## src/rtl/shift_packer_pkg.sv

```systemverilog
// Shared helpers for the beat packer: lane bit offsets
// and fill counter width.
package shift_packer_pkg;

  function automatic int fill_w(input int lanes);
    return $clog2(lanes + 1);
  endfunction

  function automatic int lane_off(
    input int lane,
    input int dw,
    input int lanes,
    input bit msb_first
  );
    return msb_first ? (lanes - lane - 1) * dw
                     : lane * dw;
  endfunction

endpackage

```

## src/rtl/shift_packer_if.sv

```systemverilog
// Beat-in / word-out handshake bundle of shift_packer.
// slave: packer side; master: producer/consumer side.
interface shift_packer_if #(
  parameter int DATA_W = 8,
  parameter int LANES  = 4
);
  import shift_packer_pkg::*;

  localparam int FW = fill_w(LANES);

  logic [DATA_W-1:0]       data_in;
  logic                    valid_in;
  logic                    ready_in;
  logic                    flush_in;
  logic [DATA_W*LANES-1:0] data_out;
  logic [LANES-1:0]        keep_out;
  logic                    valid_out;
  logic                    ready_out;
  logic [FW-1:0]           fill_level;

  modport slave (
    input  data_in, valid_in, flush_in, ready_out,
    output ready_in, data_out, keep_out, valid_out,
    output fill_level
  );

  modport master (
    output data_in, valid_in, flush_in, ready_out,
    input  ready_in, data_out, keep_out, valid_out,
    input  fill_level
  );

endinterface

```

## src/rtl/shift_packer_slot.sv

```systemverilog
// Output word register: load/hold/drain of data, keep, valid.
// Ports: load+word in, ready_out in, registered word out, slot_free.
module shift_packer_slot #(
  parameter int W     = 32,
  parameter int LANES = 4
) (
  input  logic             clk,
  input  logic             rst_n,
  input  logic             load,
  input  logic [W-1:0]     load_data,
  input  logic [LANES-1:0] load_keep,
  input  logic             ready_out,
  output logic [W-1:0]     data_out,
  output logic [LANES-1:0] keep_out,
  output logic             valid_out,
  output logic             slot_free
);

  assign slot_free = !valid_out || ready_out;

  always_ff @(posedge clk or negedge rst_n) begin
    if (!rst_n) begin
      data_out  <= '0;
      keep_out  <= '0;
      valid_out <= 1'b0;
    end else if (load) begin
      data_out  <= load_data;
      keep_out  <= load_keep;
      valid_out <= 1'b1;
    end else if (ready_out) begin
      valid_out <= 1'b0;
    end
  end

endmodule

```

## src/rtl/shift_packer.sv

```systemverilog
// Packs LANES beats of DATA_W bits into one word, with flush.
// Ports: clk, rst_n, bus (shift_packer_if.slave).
module shift_packer
  import shift_packer_pkg::*;
#(
  parameter int DATA_W    = 8,
  parameter int LANES     = 4,
  parameter bit MSB_FIRST = 1'b1
) (
  input logic           clk,
  input logic           rst_n,
  shift_packer_if.slave bus
);

  localparam int W  = DATA_W * LANES;
  localparam int FW = fill_w(LANES);

  logic [W-1:0]     asm_q;
  logic [W-1:0]     asm_w;
  logic [LANES-1:0] keep_w;
  logic [FW-1:0]    fill;
  logic             slot_free;
  logic             accept;
  logic             full;
  logic             do_flush;
  logic             load;

  assign bus.ready_in = slot_free ||
    (int'(fill) < LANES - 1 && !bus.flush_in);
  assign accept   = bus.valid_in && bus.ready_in;
  assign full     = accept && int'(fill) == LANES - 1;
  assign do_flush = bus.flush_in && slot_free &&
    (fill != '0 || accept);
  assign load     = full || do_flush;
  assign bus.fill_level = fill;

  // Word as it stands including this cycle's beat.
  always_comb begin
    asm_w  = asm_q;
    keep_w = '0;
    for (int i = 0; i < LANES; i++) begin
      if (accept && int'(fill) == i)
        asm_w[lane_off(i, DATA_W, LANES, MSB_FIRST) +: DATA_W]
          = bus.data_in;
      keep_w[i] = (i < int'(fill)) ||
        (accept && int'(fill) == i);
    end
  end

  always_ff @(posedge clk or negedge rst_n) begin
    if (!rst_n) begin
      asm_q <= '0;
      fill  <= '0;
    end else if (load) begin
      asm_q <= '0;
      fill  <= '0;
    end else if (accept) begin
      asm_q <= asm_w;
      fill  <= fill + FW'(1);
    end
  end

  shift_packer_slot #(
    .W     (W),
    .LANES (LANES)
  ) u_slot (
    .clk       (clk),
    .rst_n     (rst_n),
    .load      (load),
    .load_data (asm_w),
    .load_keep (keep_w),
    .ready_out (bus.ready_out),
    .data_out  (bus.data_out),
    .keep_out  (bus.keep_out),
    .valid_out (bus.valid_out),
    .slot_free (slot_free)
  );

endmodule
```

## src/flat_wrapper.sv

```systemverilog
// flat-port wrapper written by rule: the top's interface ports become plain ports
module shift_packer_flat import shift_packer_pkg::*;
#(
  parameter int DATA_W    = 8,
  parameter int LANES     = 4,
  parameter bit MSB_FIRST = 1'b1
)
  (clk, rst_n, bus_data_in, bus_valid_in, bus_flush_in, bus_ready_out, bus_ready_in, bus_data_out, bus_keep_out, bus_valid_out, bus_fill_level);
  shift_packer_if #(.DATA_W(DATA_W), .LANES(LANES)) bus_i ();
  input logic clk;
  input logic rst_n;
  input wire logic [$bits(bus_i.data_in)-1:0] bus_data_in;
  input wire logic [$bits(bus_i.valid_in)-1:0] bus_valid_in;
  input wire logic [$bits(bus_i.flush_in)-1:0] bus_flush_in;
  input wire logic [$bits(bus_i.ready_out)-1:0] bus_ready_out;
  output wire logic [$bits(bus_i.ready_in)-1:0] bus_ready_in;
  output wire logic [$bits(bus_i.data_out)-1:0] bus_data_out;
  output wire logic [$bits(bus_i.keep_out)-1:0] bus_keep_out;
  output wire logic [$bits(bus_i.valid_out)-1:0] bus_valid_out;
  output wire logic [$bits(bus_i.fill_level)-1:0] bus_fill_level;
  assign bus_i.data_in = bus_data_in;
  assign bus_i.valid_in = bus_valid_in;
  assign bus_i.flush_in = bus_flush_in;
  assign bus_i.ready_out = bus_ready_out;
  assign bus_ready_in = bus_i.ready_in;
  assign bus_data_out = bus_i.data_out;
  assign bus_keep_out = bus_i.keep_out;
  assign bus_valid_out = bus_i.valid_out;
  assign bus_fill_level = bus_i.fill_level;
  shift_packer #(.DATA_W(DATA_W), .LANES(LANES), .MSB_FIRST(MSB_FIRST)) u_core (.clk(clk), .rst_n(rst_n), .bus(bus_i));
endmodule
```

## config.mk

```make
export PLATFORM = sky130hd
export DESIGN_NAME = shift_packer_flat
export DESIGN_NICKNAME = d
export VERILOG_FILES = /design/src/rtl/shift_packer_pkg.sv /design/src/rtl/shift_packer_if.sv /design/src/rtl/shift_packer_slot.sv /design/src/rtl/shift_packer.sv /design/src/flat_wrapper.sv
export SDC_FILE = /design/constraint.sdc
export NUM_CORES = 1
export LEC_CHECK = 0
export CAP_MARGIN = 10
export CORE_ASPECT_RATIO = 0.9
export CORE_MARGIN = 8
export CORE_UTILIZATION = 45
export DETAILED_ROUTE_END_ITERATION = 12
export HOLD_SLACK_MARGIN = 0.06
export PLACE_DENSITY = 0.7
export SETUP_SLACK_MARGIN = 0.1
export SYNTH_ARGS = -nofsm -noshare
export SYNTH_HDL_FRONTEND = slang
export SYNTH_SLANG_ARGS = --single-unit
```

## constraint.sdc

```tcl
create_clock -name clk -period 3.6 [get_ports clk]
set_input_delay 0.72 -clock clk [delete_from_list [all_inputs] [get_ports clk]]
set_output_delay 0.72 -clock clk [all_outputs]
set_load 0.02 [all_outputs]
```

Word level (Yosys, flattened, before mapping)
Cells that the tools add are included.
Word-level totals
  output and inout bits: 41
  bits in registers: 72
  word-level logic and storage cells: 46
  input bits: 13
Operators by class
  order comparisons: 5
  muxes and demuxes: 10
  reduce and logical (&&, ||, !) cells: 22
  add/subtract/negate cells: 1
  eq/ne operators: 3
Operator list (number)
  32-bit two-way mux: 2
  8-bit two-way mux: 4
  1-bit logical AND: 8
  1-bit logical OR: 8
  3-bit == test, second input constant: 2
  1-bit by 3-bit < comparator with 1-bit output, first input constant: 2
  2-bit by 3-bit < comparator with 1-bit output, first input constant: 2
  3-bit two-way mux: 2
  2-bit nonzero test: 2
  3-bit by 1-bit adder with 3-bit output, second input constant: 1
  3-bit by 2-bit == test with 1-bit output, second input constant: 1
  3-bit zero test: 1
  3-bit by 2-bit < comparator with 1-bit output, second input constant: 1
  3-bit nonzero test: 1
  1-bit zero test: 2
  1-bit two-way mux: 2

Logic depth before layout (Yosys ltp)
  depth in word-level cells: 8
  gate-level depth with buffers: 9

Modules after synthesis
From an unflattened synthesis, not the netlist that was laid out.
Unflattened totals
  cells, all modules: 216
  area, all modules: 3281.9 um^2
Modules (own cells, without submodules)
  shift_packer: times used 1, area each 1757.9 um^2, cells an instance 137
  shift_packer_slot: times used 1, area each 1524.0 um^2, cells an instance 79

Worst setup path after synthesis
No wires, ideal clock.
  path kind: register to register
  from: register u_core.fill[1], in the netlist u_core.bus.fill_level[1]
  to: register u_core.u_slot.data_out[10]
  data arrival time: 1.994 ns
  slack: 1.533 ns
  stages on the path, launching flop included: 10
  cells stage by stage: dfrtp_1 inv_1 ha_1 inv_1 o311a_1 buf_4 or2_1 buf_4 buf_6 a21oi_2
Between the ends
  word-level cells in the longest chain between the ends: 7
  elaborated cells between the ends (all ways): 13
Ends and longest elaborated chain
  start, declared: line shift_packer.sv:21  | logic [FW-1:0] fill;
  start signal, assigned: line shift_packer.sv:59  | fill <= fill + FW'(1);
  3-bit by 2-bit < comparator with 1-bit output: line shift_packer.sv:29  | (int'(fill) < LANES - 1 && !bus.flush_in);
  1-bit logical AND: line shift_packer.sv:29
  1-bit logical OR: line shift_packer.sv:28  | assign bus.ready_in = slot_free ||
  1-bit logical AND: line shift_packer.sv:30  | assign accept = bus.valid_in && bus.ready_in;
  1-bit logical OR: line shift_packer.sv:33  | (fill != '0 || accept);
  1-bit logical AND: line shift_packer.sv:32  | assign do_flush = bus.flush_in && slot_free &&
  1-bit logical OR: line shift_packer.sv:34  | assign load = full || do_flush;
  end signal, assigned: line shift_packer_slot.sv:27  | data_out <= load_data;
  end, declared: line shift_packer_slot.sv:13  | output logic [W-1:0] data_out,
Parallel ways exist; a longest one is shown, timed or not.
A chain may end at the register's enable or synchronous reset.

Worst setup path after layout
  from: input bus_flush_in
  to: output bus_ready_in
Between the ends
  word-level cells in the longest chain between the ends: 3
Ends and longest elaborated chain
  start, declared: line flat_wrapper.sv:14  | input wire logic [$bits(bus_i.flush_in)-1:0] bus_flush_in;
  1-bit zero test: line shift_packer.sv:29
  1-bit logical AND: line shift_packer.sv:29
  1-bit logical OR: line shift_packer.sv:28
  end, declared: line flat_wrapper.sv:16  | output wire logic [$bits(bus_i.ready_in)-1:0] bus_ready_in;
No other way between the ends.

==> flow_metrics.env <==
export IMPL_syn_num_nets=279
export IMPL_ys_types=31
export IMPL_antenna_found_initial=0
export IMPL_drc_errors=0
export IMPL_num_rows=28
export IMPL_tightest_slew_ns=0.6839
export IMPL_crit_family="buffers and inverters"
export IMPL_setup_violations=0
export IMPL_cp_required_ns=2.88
export IMPL_finalHoldViolations=0
export IMPL_h_tree_depth=3
export IMPL_grt_max_degree=57
export IMPL_synthTopCellsByArea="dfrtp_1, mux2i_1, a21oi_2, nor3_1, nor2_1"
export IMPL_insertion_delay_ns=0.35
export IMPL_power_switching_uw=1252
export IMPL_die_w_um=103.6
export IMPL_avgSynthCellArea_um2=11.92
export IMPL_drt_initial_drc_count=119
export IMPL_worst_path_max_delay_cell="clkdlybuf4s50_1"
export IMPL_power_frac_clock_pct=22.6
export IMPL_ff_latch_area_um2=1802
export IMPL_synth_top_cell_area_share_pct=57.92
export IMPL_grt_pass1_wl_um=11420
export IMPL_final_common_cell="dfrtp_1"
export IMPL_critPathLaunch="bus_flush_in"
export IMPL_dp_hpwl_um=4426
export IMPL_finalCriticalPeriod_ns=2.964
export IMPL_drive_gt1_share_pct=16.35
export IMPL_cts_hold_buf=0
export IMPL_p_seq_share_pct=36.1
export IMPL_finish_instance_area_um2=3931
export IMPL_port_buffers=53
export IMPL_cts_tree="yes"
export IMPL_cts_made_buffers=9
export IMPL_cts_resized=0
export IMPL_via_per_inst=5.206
export IMPL_coreArea_um2=6621
export IMPL_synth_seq_cells=72
export IMPL_clockBufferDepth=2
export IMPL_globalRouteOverflowTotal=0
export IMPL_fmax_mhz=337.4
export IMPL_cp_cell_sequence="clkdlybuf4s50_1 -> a211o_1 -> nand2_1 -> clkdlybuf4s50_1"
export IMPL_placed_area_um2=3677
export IMPL_crit_top_cell="clkdlybuf4s50_1"
export IMPL_clkTransAtPathRegs_ns=0.07
export IMPL_pwr_share_comb_pct=41.4
export IMPL_syn2layout_area_growth_pct=26.39
export IMPL_syn_instance_count=261
export IMPL_synth_warning_count=0
export IMPL_final_nets=331
export IMPL_crit_path_end_kind="primary output"
export IMPL_r2r_start="u_core.bus.fill_level[1]"
export IMPL_synth_seq_area_share_pct=57.92
export IMPL_drt_pass1_iterations=4
export IMPL_cp_buffers_inverters=2
export IMPL_crit_fanout=5
export IMPL_internal_power_uw=2228
export IMPL_path_class="in -> out"
export IMPL_fillers=539
export IMPL_power_total_uw=3480
export IMPL_pwr_density_cell_nw_per_um2=885.3
export IMPL_grtUsageTotal_pct=14.74
export IMPL_totalWireLength_um=6856
export IMPL_cts_root_buf="clkbuf_8"
export IMPL_ioPinCount=54
export IMPL_ant_nets=0
export IMPL_finClkSkew_ns=0.008793
export IMPL_num_vias=2124
export IMPL_place_congestion=0.8060
export IMPL_power_leakage_uw=0.001810
export IMPL_peakVddDrop_mv=0.5035
export IMPL_r2r_end="u_core.u_slot.data_out[20]"
export IMPL_r2r_cells=7
export IMPL_grt_pass1_vias=2190
export IMPL_final_max_slew_violation_count=0
export IMPL_fp_dieH_um=94.87
export IMPL_layout_common_cells="dfrtp_1, clkdlybuf4s50_1, mux2i_1"
export IMPL_wire_per_inst_um=16.80
export IMPL_initial_core_util_pct=46.98
export IMPL_p_sw_share_pct=35.97
export IMPL_multi_input_area_um2=1154
export IMPL_cp_start_kind="input pin"
export IMPL_die_area_um2=9832
export IMPL_yosys_area_top_type="dfrtp_1"
export IMPL_finalCritPeriodShare_pct=82.34
export IMPL_synth_area_um2=3110
export IMPL_cap_viol_max_count=0
export IMPL_setup_tns_ns=0
export IMPL_status="completed"
export IMPL_hold_class="in -> async"
export IMPL_clock_sinks=72
export IMPL_holdWs_ns=0.2758
export IMPL_rsz0062_at_grt="false"
export IMPL_diodes=0
export IMPL_max_slew_margin_pct=54.41
export IMPL_cpPeakStageDelay_ns=0.59
export IMPL_post_cts_buffers=0
export IMPL_r2r_setup_slack_ns=1.32
export IMPL_cp_arrival_ns=2.24
worst reg2reg max path: cells and delay by family (launching register included):
| kind | cells | cell delay, ns |
|---|---|---|
| and+or+nand+nor | 1 | 0.53 |
| buffers and inverters | 3 | 0.52 |
| AOI/OAI and AO/OA | 2 | 0.51 |
| DFF | 1 | 0.49 |
| adders and majority gates | 1 | 0.16 |
layer usage:
layer | share of wire, % | GRT usage, % | vias up
li1 | - | - | 1005
met1 | 48 | 18.54 | 1039
met3 | 6.2 | 5.446 | 5
met5 | 0 | 0 | -
met2 | 45 | 22.95 | 75
met4 | 0.82 | 5.372 | 0
sequential cells by signal, indices dropped and copies added (netlist names):
| signal | count |
|---|---|
| u_core.u_slot.valid_out | 1 |
| u_core.bus.fill_level | 3 |
| u_core.u_slot.keep_out | 4 |
| u_core.asm_q | 32 |
| u_core.u_slot.data_out | 32 |
power by group through the flow:
stage	Sequential, µW	Combinational (µW)	Clock (µW)
after global placement	1270	1430	0
after CTS	1260	1460	801
after detailed placement	1270	1450	0
after floorplan	1470	708	0
after global routing	1290	1550	840
final	1250	1440	786
cells in the mapped netlist:
cell / n
a21oi_2: 25
and2_1: 8
buf_6: 7
o21ai_0: 8
a211o_1: 1
xnor2_1: 1
a2111oi_4: 1
buf_2: 4
buf_1: 1
nor3_1: 27
a21oi_1: 2
nand2_1: 12
nor2b_1: 1
clkbuf_1: 5
or2_1: 1
mux2i_1: 33
a41oi_1: 1
a211oi_1: 1
a211oi_2: 1
o211a_1: 1
nand2b_1: 1
o211ai_1: 1
nor4_1: 1
nor2_1: 28
o2111ai_1: 2
a31oi_1: 2
ha_1: 5
o311a_1: 1
inv_1: 5
buf_4: 2
dfrtp_1: 72
worst max path at each step:
| stage | end | cells after the start |
|---|---|---|
| after global placement | bus_ready_in | 4 |
| after floorplan | u_core.u_slot.data_out[10] | 9 |
| after global routing | bus_ready_in | 4 |
| final | bus_ready_in | 4 |
| after detailed placement | bus_ready_in | 4 |
| after CTS | bus_ready_in | 4 |
per-stage QoR:
step	std cells	utilization [%]	setup slack (ns)
after floorplan	261	-	1.533
after global placement	392	55.54	0.6468
after detailed placement	392	55.54	0.6298
after CTS	408	59.37	0.6268
after global routing	408	59.37	0.5911
final	408	59.37	0.6359
final cells by class:
type	count	share of cell area, %
Clock buffer	11	3.851
Clock inverter	5	2.610
Inverter	5	0.4774
Multi-Input combinational cell	165	29.34
Sequential cell	72	45.83
Tap cell	90	2.864
Timing Repair Buffer	60	15.02
logic make-up (layout without fill, tap and decap cells):
logic type / count (synthesis) / in the layout / share of synthesized area [%]
simple gates: 79 / 79 / 11.59
mux: 33 / 33 / 10.62
buf+inv: 24 / 81 / 4.988
fa+ha+maj: 5 / 5 / 2.011
xor+xnor: 1 / 1 / 0.2816
compound gates: 47 / 47 / 12.59
flops: 72 / 72 / 57.92
Power figures use the tool's default switching activity.
